==> config.mk <==
export PLATFORM = sky130hd
export DESIGN_NAME = bsg_test_master_stats
export DESIGN_NICKNAME = d
export VERILOG_FILES = /design/src/rtl/bsg_test_master_pkg.sv /design/src/rtl/bsg_test_master_credit.sv /design/src/rtl/bsg_test_master_stats.sv
export SDC_FILE = /design/constraint.sdc
export NUM_CORES = 1
export LEC_CHECK = 0
export CAP_MARGIN = 20
export CORE_MARGIN = 2
export CORE_UTILIZATION = 50
export CTS_CLUSTER_SIZE = 20
export DETAILED_ROUTE_END_ITERATION = 7
export DONT_BUFFER_PORTS = 1
export REMOVE_ABC_BUFFERS = 1
export SLEW_MARGIN = 20
export SYNTH_ARGS = -nofsm -noshare
export SYNTH_HDL_FRONTEND = slang
export SYNTH_SLANG_ARGS = --single-unit
==> constraint.sdc <==
create_clock -name clk_i -period 4.5 [get_ports clk_i]
set_input_delay 0.45 -clock clk_i [delete_from_list [all_inputs] [get_ports clk_i]]
set_output_delay 0.45 -clock clk_i [all_outputs]
set_load 0.02 [all_outputs]
==> src/rtl/bsg_test_master_pkg.sv <==
// Shared types and helpers for the DRAM bandwidth test master.
// Imported by the credit counter and the top-level statistics block.
package bsg_test_master_pkg;

    typedef enum logic [1:0] {
        StIdle,
        StRun,
        StDrain,
        StDone
    } state_e;

    // Per-cycle events that drive the statistics counters
    typedef struct packed {
        logic busy;
        logic issue_read;
        logic issue_write;
    } stat_evt_s;

    // Bits needed to hold the values 0..max_outstanding inclusive
    function automatic int unsigned credit_width(input int unsigned max_outstanding);
        return $clog2(max_outstanding + 1);
    endfunction

endpackage

==> src/rtl/bsg_test_master_credit.sv <==
// Credit pool: down by 0..1 per issue, up by 0..2 per response, clamped at the pool size.
// Responses that would overfill the pool are dropped and flagged.
module bsg_test_master_credit
    import bsg_test_master_pkg::*;
#(
    parameter int unsigned max_outstanding_p = 4,
    parameter int unsigned width_p           = credit_width(max_outstanding_p)
) (
    input  logic               clk_i,
    input  logic               reset_i,
    input  logic               take_i,
    input  logic               data_ret_i,
    input  logic               write_ret_i,
    output logic [width_p-1:0] credits_o,
    output logic [width_p-1:0] in_flight_o,
    output logic [width_p-1:0] in_flight_next_o,
    output logic               overflow_o
);

    localparam logic [width_p-1:0] max_lp     = width_p'(max_outstanding_p);
    localparam logic [width_p+1:0] max_ext_lp = (width_p + 2)'(max_outstanding_p);

    logic [width_p-1:0] credits_q, credits_d;
    logic [width_p+1:0] sum;
    logic               take_eff;

    // The issue rule never takes from an empty pool; the guard keeps the counter safe anyway
    assign take_eff = take_i & (credits_q != '0);

    always_comb begin
        sum = {2'b00, credits_q}
            - {{(width_p + 1){1'b0}}, take_eff}
            + {{(width_p + 1){1'b0}}, data_ret_i}
            + {{(width_p + 1){1'b0}}, write_ret_i};
        overflow_o = (sum > max_ext_lp);
        credits_d  = overflow_o ? max_lp : sum[width_p-1:0];
    end

    always_ff @(posedge clk_i) begin
        if (reset_i) begin
            credits_q <= max_lp;
        end else begin
            credits_q <= credits_d;
        end
    end

    assign credits_o        = credits_q;
    assign in_flight_o      = max_lp - credits_q;
    assign in_flight_next_o = max_lp - credits_d;

endmodule

==> src/rtl/bsg_test_master_stats.sv <==
// DRAM bandwidth test master: issues a programmed number of requests under a credit cap
// and accumulates cycle, request, occupancy and peak-occupancy statistics.
module bsg_test_master_stats
    import bsg_test_master_pkg::*;
#(
    parameter int unsigned channel_addr_width_p = 16,
    parameter int unsigned max_outstanding_p    = 4,
    parameter int unsigned count_width_p        = 32,
    localparam int unsigned cred_width_lp       = credit_width(max_outstanding_p)
) (
    input  logic                            clk_i,
    input  logic                            reset_i,
    input  logic                            start_i,
    input  logic [count_width_p-1:0]        num_req_i,
    input  logic                            v_i,
    input  logic [channel_addr_width_p-1:0] ch_addr_i,
    input  logic                            write_not_read_i,
    output logic                            yumi_o,
    output logic                            dram_v_o,
    output logic [channel_addr_width_p-1:0] dram_ch_addr_o,
    output logic                            dram_write_not_read_o,
    input  logic                            dram_yumi_i,
    input  logic                            dram_data_v_i,
    input  logic                            dram_write_done_i,
    output logic                            busy_o,
    output logic                            done_o,
    output logic                            err_o,
    output logic [count_width_p-1:0]        cycles_o,
    output logic [count_width_p-1:0]        reads_o,
    output logic [count_width_p-1:0]        writes_o,
    output logic [count_width_p-1:0]        outstanding_sum_o,
    output logic [cred_width_lp-1:0]        max_outstanding_o
);

    localparam logic [cred_width_lp-1:0] max_cred_lp = cred_width_lp'(max_outstanding_p);

    state_e                   state_q, state_d;
    logic [count_width_p-1:0] target_q, target_d;
    logic [count_width_p-1:0] issued_q, issued_d;
    logic [count_width_p-1:0] cycles_q, cycles_d;
    logic [count_width_p-1:0] reads_q, reads_d;
    logic [count_width_p-1:0] writes_q, writes_d;
    logic [count_width_p-1:0] sum_q, sum_d;
    logic [cred_width_lp-1:0] max_q, max_d;
    logic                     err_q, err_d;

    logic [cred_width_lp-1:0] credits;
    logic [cred_width_lp-1:0] in_flight;
    logic [cred_width_lp-1:0] in_flight_next;
    logic                     overflow;
    logic                     issue;
    logic                     clear;
    stat_evt_s                evt;

    function automatic logic [count_width_p-1:0] sat_add(
        input logic [count_width_p-1:0] a,
        input logic [count_width_p-1:0] b
    );
        logic [count_width_p:0] s;
        s = {1'b0, a} + {1'b0, b};
        return s[count_width_p] ? '1 : s[count_width_p-1:0];
    endfunction

    // Zero-cycle request path: valid never depends on the DRAM accept
    assign dram_v_o              = (state_q == StRun) & v_i & (credits != '0);
    assign yumi_o                = dram_v_o & dram_yumi_i;
    assign issue                 = yumi_o;
    assign dram_ch_addr_o        = ch_addr_i;
    assign dram_write_not_read_o = write_not_read_i;

    bsg_test_master_credit #(
        .max_outstanding_p(max_outstanding_p),
        .width_p          (cred_width_lp)
    ) u_credit (
        .clk_i           (clk_i),
        .reset_i         (reset_i),
        .take_i          (issue),
        .data_ret_i      (dram_data_v_i),
        .write_ret_i     (dram_write_done_i),
        .credits_o       (credits),
        .in_flight_o     (in_flight),
        .in_flight_next_o(in_flight_next),
        .overflow_o      (overflow)
    );

    always_comb begin
        state_d  = state_q;
        target_d = target_q;
        issued_d = issued_q;
        clear    = 1'b0;
        unique case (state_q)
            StIdle, StDone: begin
                if (start_i) begin
                    clear    = 1'b1;
                    target_d = num_req_i;
                    issued_d = '0;
                    state_d  = (num_req_i == '0) ? StDone : StRun;
                end
            end
            StRun: begin
                if (issue) begin
                    issued_d = issued_q + count_width_p'(1);
                    if (issued_d == target_q) begin
                        state_d = StDrain;
                    end
                end
            end
            StDrain: begin
                if (credits == max_cred_lp) begin
                    state_d = StDone;
                end
            end
            default: state_d = StIdle;
        endcase
    end

    always_comb begin
        evt.busy        = (state_q == StRun) | (state_q == StDrain);
        evt.issue_read  = issue & ~write_not_read_i;
        evt.issue_write = issue & write_not_read_i;

        cycles_d = cycles_q;
        reads_d  = reads_q;
        writes_d = writes_q;
        sum_d    = sum_q;
        max_d    = max_q;
        if (clear) begin
            cycles_d = '0;
            reads_d  = '0;
            writes_d = '0;
            sum_d    = '0;
            max_d    = '0;
        end else if (evt.busy) begin
            cycles_d = sat_add(cycles_q, count_width_p'(1));
            sum_d    = sat_add(sum_q, count_width_p'(in_flight));
            if (evt.issue_read) begin
                reads_d = sat_add(reads_q, count_width_p'(1));
            end
            if (evt.issue_write) begin
                writes_d = sat_add(writes_q, count_width_p'(1));
            end
            if (in_flight_next > max_q) begin
                max_d = in_flight_next;
            end
        end

        // A spurious response in the start cycle still counts as an error
        err_d = overflow | (err_q & ~clear);
    end

    always_ff @(posedge clk_i) begin
        if (reset_i) begin
            state_q  <= StIdle;
            target_q <= '0;
            issued_q <= '0;
            cycles_q <= '0;
            reads_q  <= '0;
            writes_q <= '0;
            sum_q    <= '0;
            max_q    <= '0;
            err_q    <= 1'b0;
        end else begin
            state_q  <= state_d;
            target_q <= target_d;
            issued_q <= issued_d;
            cycles_q <= cycles_d;
            reads_q  <= reads_d;
            writes_q <= writes_d;
            sum_q    <= sum_d;
            max_q    <= max_d;
            err_q    <= err_d;
        end
    end

    assign busy_o            = (state_q == StRun) | (state_q == StDrain);
    assign done_o            = (state_q == StDone);
    assign err_o             = err_q;
    assign cycles_o          = cycles_q;
    assign reads_o           = reads_q;
    assign writes_o          = writes_q;
    assign outstanding_sum_o = sum_q;
    assign max_outstanding_o = max_q;

endmodule

## Word-level counts from Yosys, hierarchy flattened

Cells that the tools add are included.

- Flip-flop bits (word level): 201
- Bits in latches: 0
- Memory bits (writable): 0
- Bits in read-only memories: 0
- Bits of input ports: 56
- Output and inout port bits: 153
- Word-level logic and storage cells: 70
- Memories kept: 0

- $add $sub $neg: 10
- $mul: 0
- Divide/modulo/power cells: 0
- $lt $le $gt $ge: 2
- Equality and inequality tests: 9
- Shift operators: 0
- Muxes and demuxes: 16
- Bitwise operators: 11
- Reductions and logical operators: 12

Operators with widths:

| kind | count |
|---|---|
| $mux 32 | 6 |
| $add 32x1->33 const B | 3 |
| $pmux 32 s2 | 1 |
| $add 32x3->33 | 1 |
| $add 32x1->32 const B | 1 |
| $eq 32x32->1 | 1 |
| $logic_not 32->1 | 1 |
| $add 5x1->5 | 2 |
| $mux 2 | 5 |
| $reduce_and 2->1 | 4 |
| $and 1x1->1 | 7 |
| $ne 2x2->1 const B | 3 |
| $pmux 2 s3 | 1 |
| $sub 3x3->3 const A | 2 |
| $gt 5x3->1 const B | 1 |
| $eq 2x2->1 const B | 2 |
| $reduce_and 4->1 | 1 |
| $reduce_or 2->1 | 2 |
| $sub 3x1->4 | 1 |
| $eq 3x3->1 const B | 1 |
| $gt 3x3->1 | 1 |
| $mux 3 | 1 |
| $reduce_and 3->1 | 1 |
| $reduce_bool 3->1 | 1 |
| 7 further kinds | 10 |

## Logic depth before layout (Yosys ltp)

Gate-level depths: netlist of the first run.

- Depth after elaboration: 13
- Gate-level depth with buffers: 22
- Depth with buffers taken out: 22

## Cells and area by module

From an unflattened synthesis of the first run, not the netlist that was laid out.

- Cells, all modules: 1,326
- Area total of the unflattened synthesis: 10,583.9 µm²

By module, submodules not included:

| module | instances | cells an instance | area an instance (µm²) |
|---|---|---|---|
| bsg_test_master_stats | 1 | 1,280 | 10,207.3 |
| bsg_test_master_credit | 1 | 46 | 376.6 |

## Worst setup path before layout of the first run

Ideal clock, no wire load.

- Path kind: register -> register
- Start point: register u_credit.credits_q[0] (netlist: u_credit.credits_o[0])
- End point: register max_q[2] (netlist: max_outstanding_o[2])
- Data arrival time: 4.007 ns
- Path slack: 0.365 ns
- Stages on the path, launching flop included: 20
- Path buffers: 0
- Clock period less this slack: 4.135 ns
- Cells stage by stage: dfxtp_1 -> inv_1 -> ha_1 -> ha_1 -> nand4b_2 -> inv_1 -> ha_1 -> fa_1 -> nor3_1 -> mux2i_1 -> inv_1 -> nor2_1 -> nand2_1 -> ha_1 -> ha_1 -> nor2b_1 -> o21a_1 -> o21ai_0 -> mux2i_1 -> nor2_1

- Word-level cells in the longest chain between the ends: 12

Ends and longest elaborated chain:

| element | line | text |
|---|---|---|
| from (decl) | bsg_test_master_credit.sv:23 | `logic [width_p-1:0] credits_q, credits_d;` |
| from (signal assigned) | bsg_test_master_credit.sv:41 | `credits_q <= max_lp;` |
| from (signal assigned) | bsg_test_master_credit.sv:43 | `credits_q <= credits_d;` |
| $reduce_bool 3->1 | bsg_test_master_credit.sv:28, bsg_test_master_stats.sv:65 |  |
| $and 1x1->1 | bsg_test_master_stats.sv:65 | `assign dram_v_o = (state_q == StRun) & v_i & (credits != '0);` |
| $and 1x1->1 | bsg_test_master_stats.sv:66 | `assign yumi_o = dram_v_o & dram_yumi_i;` |
| $and 1x1->1 | bsg_test_master_credit.sv:28 | `assign take_eff = take_i & (credits_q != '0);` |
| $sub 3x1->4 * | bsg_test_master_credit.sv:32 | `- {{(width_p + 1){1'b0}}, take_eff}` |
| $add 5x1->5 * | bsg_test_master_credit.sv:33 | `+ {{(width_p + 1){1'b0}}, data_ret_i}` |
| $add 5x1->5 * | bsg_test_master_credit.sv:34 | `+ {{(width_p + 1){1'b0}}, write_ret_i};` |
| $gt 5x3->1 | bsg_test_master_credit.sv:35 | `overflow_o = (sum > max_ext_lp);` |
| $mux 3 * | bsg_test_master_credit.sv:36 | `credits_d = overflow_o ? max_lp : sum[width_p-1:0];` |
| $sub 3x3->3 * | bsg_test_master_credit.sv:49 | `assign in_flight_next_o = max_lp - credits_d;` |
| via in_flight_next[1] | bsg_test_master_stats.sv:49 | `logic [cred_width_lp-1:0] in_flight_next;` |
| $gt 3x3->1 * | bsg_test_master_stats.sv:142 | `if (in_flight_next > max_q) begin` |
| $reduce_and 2->1 (no source line) * | -- |  |
| to (signal assigned) | bsg_test_master_stats.sv:170 | `max_q <= max_d;` |
| to (decl) | bsg_test_master_stats.sv:44 | `logic [cred_width_lp-1:0] max_q, max_d;` |

Mark *: on every way through the listed nets, which the timed path passes. The rest lies on a longest branch.
A chain may end at the register's enable or synchronous reset.

## Worst setup path in the final report of the first run

Same ends and word-level chain as after synthesis.

==> summary.txt, run 1 <==
Status
  • Outcome: complete, no violations

Yosys
  • Cell taking the most area after synthesis: dfxtp_1
  • Post-Syn Instances: 1,322
  • Main combinational cell family by area after synthesis: simple AND/OR/NAND/NOR gates
  • Post-Synth XOR/XNOR Area: 0.115
  • Sequential element share of the synthesized area: 0.379
  • Synth Register Bits: 201
  • Average cell area after synthesis: 8.04 µm²
  • Synth Area in Adders: 0.0273
  • Ys Warns: 0
  • Cell Area, Synth: 10,600 µm²
  • Mux share of post-synthesis cell area: 0.0122
  • Post-synth ARST share: 0
  • Synth Area in Simple Gates: 0.261
  • Top_reg_cell synth: dfxtp_1
  • Area contributors post-synth: dfxtp_1, a21oi_1, xor2_1
  • Synth cell types: 65
  • Post-synthesis compound-gate area fraction: 0.149
  • Number of synthesized flops with an enable pin: 0
  • Yosys top cell area share: 0.379

Timing
  • RSZ-0062 raised after global routing: false
  • Final Cycle Share: 0.925
  • Finish-stage setup viols: 0
  • Relative slew slack: 0.280
  • Post-layout minimum cycle time: 4.16 ns
  • Peak Freq: 240 MHz
  • Worst-margin pin slew: 1.07 ns
  • Setup TNS: 0 ns
  • Final Skew: 0.00700 ns
  • Final hold vios: 0
  • Slew Viols, Final: 0

Power and ir drop
  • Final Total Pwr: 5.08 mW
  • Proportion of power drawn by the clock network: 0.391
  • Sw frac: 0.317
  • Internal cell power: 3.47 mW
  • Sequential share of power: 0.397
  • Total power divided by cell area: 442 nW/µm²
  • Combinational Power Share: 0.213
  • Peak VDD IR: 0.304 mV
  • Sw Pwr: 1.61 mW
  • Lkg Pwr: 3.95 nW

GRT
  • GRT Overall Usage: 0.241
  • Largest net degree at the start of global routing: 75
  • Met3 usage in global routing: 0.0668
  • Vias in the first global route: 8,581
  • Global-route wire length before repair: 44.2 mm
  • Global-route congestion overflow total: 0
  • Busiest metal layer after global routing: met2
  • Met1 Track Usage GR: 0.316
  • Met2 usage: 0.385
  • Initial antenna violation count: 0

Cells and area
  • Final Net Count: 1,352
  • Finished Core Util: 0.549
  • Most frequent cells in the layout: dfxtp_1, a21oi_1, nand2_1, nor2_1, xor2_1
  • Commonest non-fill, non-tap cell in the layout: dfxtp_1
  • Syn-to-layout area delta: 8.23%
  • Share of cells above drive strength 1: 0.0557
  • ANT cells: 0

Die
  • Die Y: 150 µm
  • I/O pin cnt: 209
  • Core footprint: 21,000 µm²
  • Initial core utilization: 0.507
  • Die area: 22,400 µm²
  • Rows: 53
  • Die Width: 150 µm

Worst setup path
  • Crit Path Class: reg -> reg
  • Setup crit end: max_outstanding_o[2]
  • Crit path arrival time: 4.53 ns
  • Reg-to-reg endpoint: max_outstanding_o[2]
  • Crit start category: flip-flop
  • Largest fanout on the critical path: 4
  • Data required, critical path: 4.86 ns
  • Worst R2R Setup Slack: 0.34 ns
  • Crit. Startpoint: u_credit.credits_o[0]
  • R2R Path Start: u_credit.credits_o[0]
  • Crit end category: flip-flop
  • Reg2reg path depth: 19

Clock tree
  • TritonCTS clock tree: built
  • Worst skew pair latency: 0.51 ns
  • Root Buffer: clkbuf_16
  • CTS Buffer Depth: 3
  • Clock transition at path regs: 0.06 ns
  • Total clock sinks: 201
  • CTS H-Tree Depth: 1
  • Number of buffers created by CTS: 24
  • Postcts setup bufs: 0

Detailed routing
  • Routed vias/inst: 5.86
  • DRT iter0 DRCs: 527
  • Final WL: 27.9 mm
  • Drt pass-1 iters: 6
  • Routed Antenna Nets: 0
  • Drt drc: 0
  • WL/cell: 17.8 µm
  • Vias post-DR: 9,180

Job
  • Max_cap viols: 0

Placement
  • Port bufs: 0
  • HPWL Detailed: 19.1 mm
  • Routability Congestion: 0.873

Worst hold path
  • Hold Path Depth: 1
  • Hold Startpoint: reset_i
  • Worst min path class: in -> reg
metal layers:
metal	wire length, µm	up-vias
met1	12300	4294
met4	921	0
li1	-	4577
met5	0	-
met2	12700	255
met3	2030	54
Yosys cell counts, types with 22 or more instances:
| cell type | n |
|---|---|
| dfxtp_1 | 201 |
| a21oi_1 | 170 |
| nand2_1 | 166 |
| nor2_1 | 95 |
| xor2_1 | 88 |
| nand3_1 | 57 |
| clkbuf_1 | 52 |
| xnor2_1 | 52 |
| nand4_1 | 51 |
| inv_1 | 38 |
| o21ai_0 | 32 |
| nor3_1 | 29 |
| nor4_1 | 27 |
| buf_4 | 23 |
| and3_1 | 22 |
how the worst min path moves through the flow:
stage | endpoint | slack, ns
floorplan | target_q[0] | 0.44
global placement | target_q[30] | 0.45
detailed placement | target_q[30] | 0.46
CTS | target_q[28] | 0.002
global route | issued_q[15] | 0.005
finish | issued_q[19] | 0.03
worst max-delay path, cell delays in order, from the launching register on:
cell,delay [ns]
dfxtp_1,0.33
inv_1,0.06
ha_1,0.21
ha_1,0.20
nand4b_2,0.21
inv_1,0.08
ha_1,0.24
fa_1,0.39
nor3_1,0.25
mux2i_1,0.26
inv_1,0.09
nor2_2,0.17
nand2_1,0.12
ha_1,0.33
ha_1,0.29
nor2b_1,0.13
o21a_1,0.17
o21ai_2,0.22
mux2i_1,0.21
nor2_1,0.05
stage by stage:
stage	hold WS [ns]	worst slack, ns	area [µm²]	std cells
2_1_floorplan	0.442	0.0463	10200	1229
3_3_place_gp	0.455	0.199	10600	1519
3_5_place_dp	0.458	0.0135	10600	1519
4_1_cts	0.00205	0.00255	11500	1566
5_1_grt	0.00524	0.0305	11500	1567
6_report	0.0275	0.339	11500	1567
power by group through the flow:
stage / registers [mW] / clock network, mW / logic [mW]
6_report: 2.02 / 1.98 / 1.08
5_1_grt: 2.03 / 2.10 / 1.21
4_1_cts: 2.02 / 2.02 / 1.07
3_5_place_dp: 2.05 / 0 / 1.06
3_3_place_gp: 2.05 / 0 / 1.04
2_1_floorplan: 2.01 / 0 / 0.748
timing repair:
| action | CTS | global route |
|---|---|---|
| gates resized for setup | 0 | 3 |
| endpoints found under the setup margin | 0 | 3 |
| hold buffers | 3 | 1 |
| endpoints found under the hold margin | 17 | 1 |
cells by family after synthesis:
logic type,Yosys count
compound gates,276
xor+xnor,140
fa+ha+maj,22
buf+inv,132
flops,201
mux,13
simple gates,538
sequential cells by signal, indices dropped and copies added (netlist names):
register            cells
state_q                 2
u_credit.credits_o      3
max_outstanding_o       3
reads_o                32
target_q               32
issued_q               32
writes_o               32
outstanding_sum_o      32
cycles_o               32
err_o                   1
final cells by class:
class / count / area, µm²
multi-input cells: 989 / 6010
well taps: 275 / 344
repair buffers: 19 / 153
inverters: 39 / 146
clock inverters: 6 / 82.6
flip-flops and latches: 201 / 4020
clock buffers: 38 / 734
fillers: 2054 / 9460
(Power assumes the default switching activity.)
==> run 2, diff against run 1 <==
--- a/config.mk
+++ b/config.mk
@@ -10,8 +10,10 @@
 export CORE_UTILIZATION = 50
 export CTS_CLUSTER_SIZE = 20
 export DETAILED_ROUTE_END_ITERATION = 7
-export DONT_BUFFER_PORTS = 1
+export GPL_ROUTABILITY_DRIVEN = 0
+export PLACE_DENSITY = 0.78
 export REMOVE_ABC_BUFFERS = 1
+export SETUP_SLACK_MARGIN = 0.4
 export SLEW_MARGIN = 20
 export SYNTH_ARGS = -nofsm -noshare
 export SYNTH_HDL_FRONTEND = slang
==> run 2 against run 1 <==
The flow now finishes with violations (DRC). Non-clock buffer count is 174 higher. First-iteration DRC count is 26% higher. Wire length is 3.4% higher. Via count is 10% higher. Maximum frequency is 4.2% higher. Largest cell class unchanged. Largest power group is now the clock network.
==> summary.txt, run 2 (synthesis results as in run 1) <==
Worst setup path
  • Crit start category: flip-flop
  • Reg2reg path depth: 21 (+2)
  • Worst path cell trace: inv_1 -> ha_1 -> ha_2 -> nand4b_4 -> inv_2 -> ha_1 -> fa_2 -> inv_1 -> ha_2 -> nand2_1 -> mux2i_1 -> inv_1 -> nor2_4 -> nand2_4 -> ha_4 -> ha_1 -> nor2b_1 -> o21a_1 -> o21ai_4 -> mux2i_1 -> nor2_1
  • Buf+Inv Stages, Crit Path: 4 (+1)
  • Crit end category: flip-flop
  • Crit Path Class: reg -> reg
  • CP max stage delay: 0.40 ns (about the same)
  • Critical path depth in cells: 21 (+2)
  • Crit path arrival time: 4.40 ns (-0.13 ns)
  • Largest fanout on the critical path: 4 (unchanged)
  • CP top delay family: adder cells
  • Worst path slowest cell: fa_2
  • Data required, critical path: 4.90 ns (+0.04 ns)

Timing
  • Final Cycle Share: 0.888 (-0.0369)
  • RSZ-0062 raised after global routing: false
  • Worst Setup Slack, final: 0.505 ns (+0.166 ns)
  • Relative slew slack: 0.261 (-0.0186)
  • Finish-stage setup viols: 0 (unchanged)
  • Worst hold margin: 0.467 ns (+0.439 ns)
  • Worst-margin pin slew: 1.10 ns (+0.0277 ns)
  • Slew Viols, Final: 0 (unchanged)
  • Peak Freq: 250 MHz (+4.2%)
  • Post-layout minimum cycle time: 4.00 ns (-0.166 ns)
  • Final Skew: 0.0175 ns (+0.0105 ns)
  • Final hold vios: 0 (unchanged)

Power and ir drop
  • Sw Pwr: 1.68 mW (+4.3%)
  • Sw frac: 0.318 (+0.000973)
  • Internal cell power: 3.60 mW (+3.9%)
  • Proportion of power drawn by the clock network: 0.378 (-0.013)
  • Total power divided by cell area: 397 nW/µm² (-10%)
  • Sequential share of power: 0.372 (-0.025)
  • Peak VDD IR: 0.328 mV (+7.6%)
  • Combinational Power Share: 0.250 (+0.037)
  • Final Total Pwr: 5.28 mW (+4.0%)
  • Lkg Pwr: 4.58 nW (+16%)

Placement
  • Port bufs: 176 (+176)
  • HPWL Detailed: 20.2 mm (+5.5%)
  • Placed Area: 12,400 µm² (+17%)
  • Post-place setup slack: -0.102 ns (-0.115 ns)

Detailed routing
  • Final WL: 28.9 mm (+3.4%)
  • Routed vias/inst: 5.82 (-0.73%)
  • Vias post-DR: 10,100 (+10%)
  • Drt drc: 1 (+1)
  • DRT iter0 DRCs: 666 (+26%)
  • Routed Antenna Nets: 0 (unchanged)
  • Drt pass-1 iters: 8 (+2)
  • WL/cell: 16.6 µm (-6.7%)

Clock tree
  • TritonCTS clock tree: built
  • Number of buffers created by CTS: 23 (-4.2%)
  • Post-CTS Hold Buffers: 0 (-3)
  • Root Buffer: clkbuf_16
  • CTS Buffer Depth: 3 (unchanged)
  • Total clock sinks: 201 (unchanged)
  • Worst skew pair latency: 0.52 ns (about the same)
  • CTS H-Tree Depth: 1 (unchanged)
  • Clock transition at path regs: 0.06 ns (about the same)

Die
  • Die Width: 150 µm (unchanged)
  • Initial core utilization: 0.507 (unchanged)
  • Die Y: 150 µm (unchanged)
  • Rows: 53 (unchanged)
  • Core footprint: 21,000 µm² (unchanged)
  • Die area: 22,400 µm² (unchanged)
  • I/O pin cnt: 209 (unchanged)

Status
  • Failing checks: DRC
  • Outcome: complete, but fails checks

GRT
  • Global-route congestion overflow total: 0 (unchanged)
  • GRT Overall Usage: 0.249 (+0.00823)
  • Initial antenna violation count: 0 (unchanged)
  • Global-route wire length before repair: 46.4 mm (+5.1%)
  • Largest net degree at the start of global routing: 69 (-8.0%)
  • Vias in the first global route: 9,563 (+11%)

Worst hold path
  • Worst min path class: reg -> reg
  • Hold Path Depth: 2 (+1)

Cells and area
  • ANT cells: 0 (unchanged)
  • Final Net Count: 1,525 (+13%)
  • Register area: 4030 µm² (about the same)
  • Most frequent cells in the layout: dfxtp_1, clkdlybuf4s50_1, a21oi_1, nand2_1, nor2_1
  • Fillers: 1,793 (-13%)
  • Share of cells above drive strength 1: 0.0575 (+0.00173)
  • Commonest non-fill, non-tap cell in the layout: dfxtp_1
  • Layout Cell Area excl Fill: 13,300 µm² (+16%)
  • Multi-input gate area: 6070 µm² (+0.94%)
  • Syn-to-layout area delta: 25.2%

Job
  • Max_cap viols: 0 (unchanged)
[run 2: changes by cell type in the layout (fill, tap and decap cells not counted), sizes merged]
cell and change:
clkinv +1, bufinv +2, inv +1, buf +3, clkbuf -8, clkdlybuf4s50 +175
dlygate4sd3 -4
[run 2: per-layer routing]
layer,track usage,vias to the layer above,routed length [µm]
li1,-,4910,-
met1,0.312,4794,12100
met2,0.410,334,13600
met3,0.0735,64,2340
met4,0.0863,0,864
met5,0,-,0
[run 2: worst register-to-register path: cells and delay by family (launching register included)]
kind / cells / cell delay [ns]
adder cells (fa/ha/maj): 7 / 1.73
flip-flops: 1 / 0.33
multiplexers: 2 / 0.41
AND/OR/NAND/NOR: 6 / 0.66
buffers and inverters: 4 / 0.34
AO/OA/AOI/OAI: 2 / 0.41
[run 2: layout make-up]
cell class                      instances  share of cell area
Inverter                               39              0.0110
Clock buffer                           30              0.0483
Multi-Input combinational cell        989               0.457
Clock inverter                         10              0.0129
Timing Repair Buffer                  193               0.143
Sequential cell                       201               0.303
Tap cell                              275              0.0259
[run 2: worst paths after layout]
path                               from                   end  slack, ns
setup / recovery  u_credit.credits_o[1]  max_outstanding_o[2]       0.50
hold / removal              target_q[5]           target_q[5]       0.47
setup reg to reg  u_credit.credits_o[1]  max_outstanding_o[2]       0.50
hold reg to reg             target_q[5]           target_q[5]       0.47
[run 2: through the flow]
step / util / cells / setup TNS, ns
final: 0.635 / 1737 / 0
after global routing: 0.635 / 1737 / 0
after CTS: 0.632 / 1734 / 0
after detailed placement: 0.592 / 1694 / -0.263
after global placement: 0.592 / 1694 / 0
after floorplan: - / 1229 / 0
[run 2: what timing repair did]
action,CTS,global route
endpoints found under the setup margin,3,3
cloned,0,0
resized for setup,7,9
pin swaps,0,3
buffers inserted,0,3
[run 2: power groups by stage]
stage	clock [mW]	combinational [mW]	sequential [mW]
after global routing	2.10	1.44	1.98
after floorplan	0	0.748	2.01
after CTS	2.02	1.28	1.97
after detailed placement	0	1.24	2.01
after global placement	0	1.21	2.00
final	1.99	1.32	1.97
==> RTL change, RTL diff (settings of run 1) <==
Add an input register stage for `num_req_i`, cleared by the reset; this delays it by one clock. The other inputs are not delayed to match.
--- a/src/rtl/bsg_test_master_stats.sv
+++ b/src/rtl/bsg_test_master_stats.sv
@@ -33,6 +33,16 @@
 );
 
     localparam logic [cred_width_lp-1:0] max_cred_lp = cred_width_lp'(max_outstanding_p);
+
+    logic [count_width_p-1:0] num_req_q;
+
+    always_ff @(posedge clk_i) begin
+        if (reset_i) begin
+            num_req_q <= '0;
+        end else begin
+            num_req_q <= num_req_i;
+        end
+    end
 
     state_e                   state_q, state_d;
     logic [count_width_p-1:0] target_q, target_d;
@@ -92,9 +102,9 @@
             StIdle, StDone: begin
                 if (start_i) begin
                     clear    = 1'b1;
-                    target_d = num_req_i;
+                    target_d = num_req_q;
                     issued_d = '0;
-                    state_d  = (num_req_i == '0) ? StDone : StRun;
+                    state_d  = (num_req_q == '0) ? StDone : StRun;
                 end
             end
             StRun: begin
Formal check against the unedited RTL: not equivalent (Yosys sat finds a counterexample within 4 cycles, from zero or initial values and one cycle with reset_i high).
==> RTL change against run 1 <==
Sequential cell count up 32. Routed wire length down 3.6%. Fmax up 1.6%. Die area up 6.5%. Synthesized area up 6.7%. Highest routed layer is now met5. Combinational power down 17%. Power up 2.5%. Setup slack better by 0.065 ns. Critical path type unchanged. Non-clock buffer count unchanged. Design area up 7.4%.
==> RTL change: results (changes against run 1) <==
* GR Util met3 at 7.285% (was 6.677%)
* Worst-skew pair later-pin latency at 0.54 ns (was 0.51 ns)
* Comb_multi_in at 1014 (was 989)
* Wl on met1 at 12.49 mm (was 12.26 mm)
* First-pass GRT wire length at 43.78 mm (was 44.19 mm)
* Largest stage delay, worst path at 0.41 ns (was 0.39 ns)
* Gpl congestion at 0.8535 (was 0.8732)
* Largest net degree at the start of global routing at 97 (was 75)
* Library cells used by synthesis at 66 (was 65)
* Vias at 9263 (was 9180)
* Top layer in use: met5 (was met4)
* DRT Wirelength at 26.93 mm (was 27.94 mm)
* CTS Buf Count at 26 (was 24)
* Overall power at 5.205 mW (was 5.078 mW)
* Clock buf count at 39 (was 38)
* Static leakage at 4.325 nW (was 3.951 nW)
* Worst r2r path cells at 22 (was 19)
* Detailed Routing Iterations Pass 1 at 5 (was 6)
* Ant diodes at 9 (was 0)
* Placed Area at 0.01143 mm^2 (was 0.01064 mm^2)
* Met2 WL at 11.68 mm (was 12.72 mm)
* Internal power at 3.665 mW (was 3.469 mW)
* Vias in the first global route at 8716 (was 8581)
* Synth Instances at 1375 (was 1322)
* Max transition margin at 38.48% (was 28.00%)
* Synth cell count leaders: 233 x dfxtp_1, 169 x a21oi_1, 154 x nand2_1 (was 201 x dfxtp_1, 170 x a21oi_1, 166 x nand2_1)
* Clk cell area share at 6.840% (was 7.106%)
* Fraction of area in multi-input gates at 49.69% (was 52.31%)
* Root Driver: clkbuf_16 (unchanged)
* Total GRT Usage at 21.75% (was 24.08%)
* Origin of the worst min-delay path: num_req_i[28] (was reset_i)
* Status: finished clean (unchanged)
* Setup Skew at 0.02599 ns (was 0.007002 ns)
* Seq. pwr at 2.27 mW (was 2.02 mW)
* Hold_ws at 0.03436 ns (was 0.02754 ns)
* Area contributors post-synth: dfxtp_1 41%, a21oi_1 7.5%, xor2_1 6.2%, nand2_1 5.1%, xnor2_1 4.3% (was dfxtp_1 38%, a21oi_1 8.0%, xor2_1 7.3%, nand2_1 5.9%, xnor2_1 4.3%)
* DP Wirelength at 18.52 mm (was 19.12 mm)
* VDD IR-drop max at 0.0003876 V (was 0.0003044 V)
* Dpl ws at 0.3223 ns (was 0.01348 ns)
* Nets at 1411 (was 1352)
* Worst Path Arrival at 4.50 ns (was 4.53 ns)
* Met2 Use GR at 33.59% (was 38.51%)
* Sequential fraction of total cell area at 37.77% (was 34.99%)
* Fin worst setup slack at 0.4041 ns (was 0.3387 ns)
* # fillers at 2099 (was 2054)
* Grt peak-use layer: met2 (unchanged)
* Reg2Reg Setup Slack at 0.40 ns (was 0.34 ns)
* Worst Hold Path EP: num_req_q[28] (was issued_q[19])
* Grt met1 use at 29.26% (was 31.59%)
* Starting DRC count in detailed routing at 616 (was 527)
* Fraction of layout instances using a drive strength above 1 at 5.699% (was 5.573%)
* Comb power frac at 17.2% (was 21.3%)
* Initial antenna violation count at 11 (was 0)
* Reg area at 0.004664 mm^2 (was 0.004024 mm^2)
* Post-synthesis sequential area ratio at 41.14% (was 37.88%)
RTL change: cell types whose count changed after synthesis, moves of 6 or more:
cell | run 1 | this run
nor3_1 | 29 | 35
clkbuf_1 | 52 | 61
nor2_1 | 95 | 112
dfxtp_1 | 201 | 233
and2_1 | 7 | 13
nand2_1 | 166 | 154
and3_1 | 22 | 28
nor2b_1 | 8 | 40
nand4_1 | 51 | 40
buf_2 | 14 | 7
xor2_1 | 88 | 80
RTL change: logic make-up (layout without fill, tap and decap cells):
logic type | Yosys count | in the layout | share of synthesized area, %
and+or+nand+nor | 566 | 566 | 25.63
AOI/OAI and AO/OA | 277 | 277 | 14.08
DFF | 233 | 233 | 41.14
xor gates and xnor gates | 136 | 136 | 10.51
buffers and inverters | 128 | 104 | 4.911
adders and majority gates | 23 | 23 | 2.649
muxes | 12 | 12 | 1.082
other | 0 | 9 | 0
RTL change: repair_timing:
action	CTS	global route
gates resized for setup	0	3
setup endpoints to repair	0	3
setup buffers	0	0
hold buffers	2	0
hold endpoints to repair	96	0
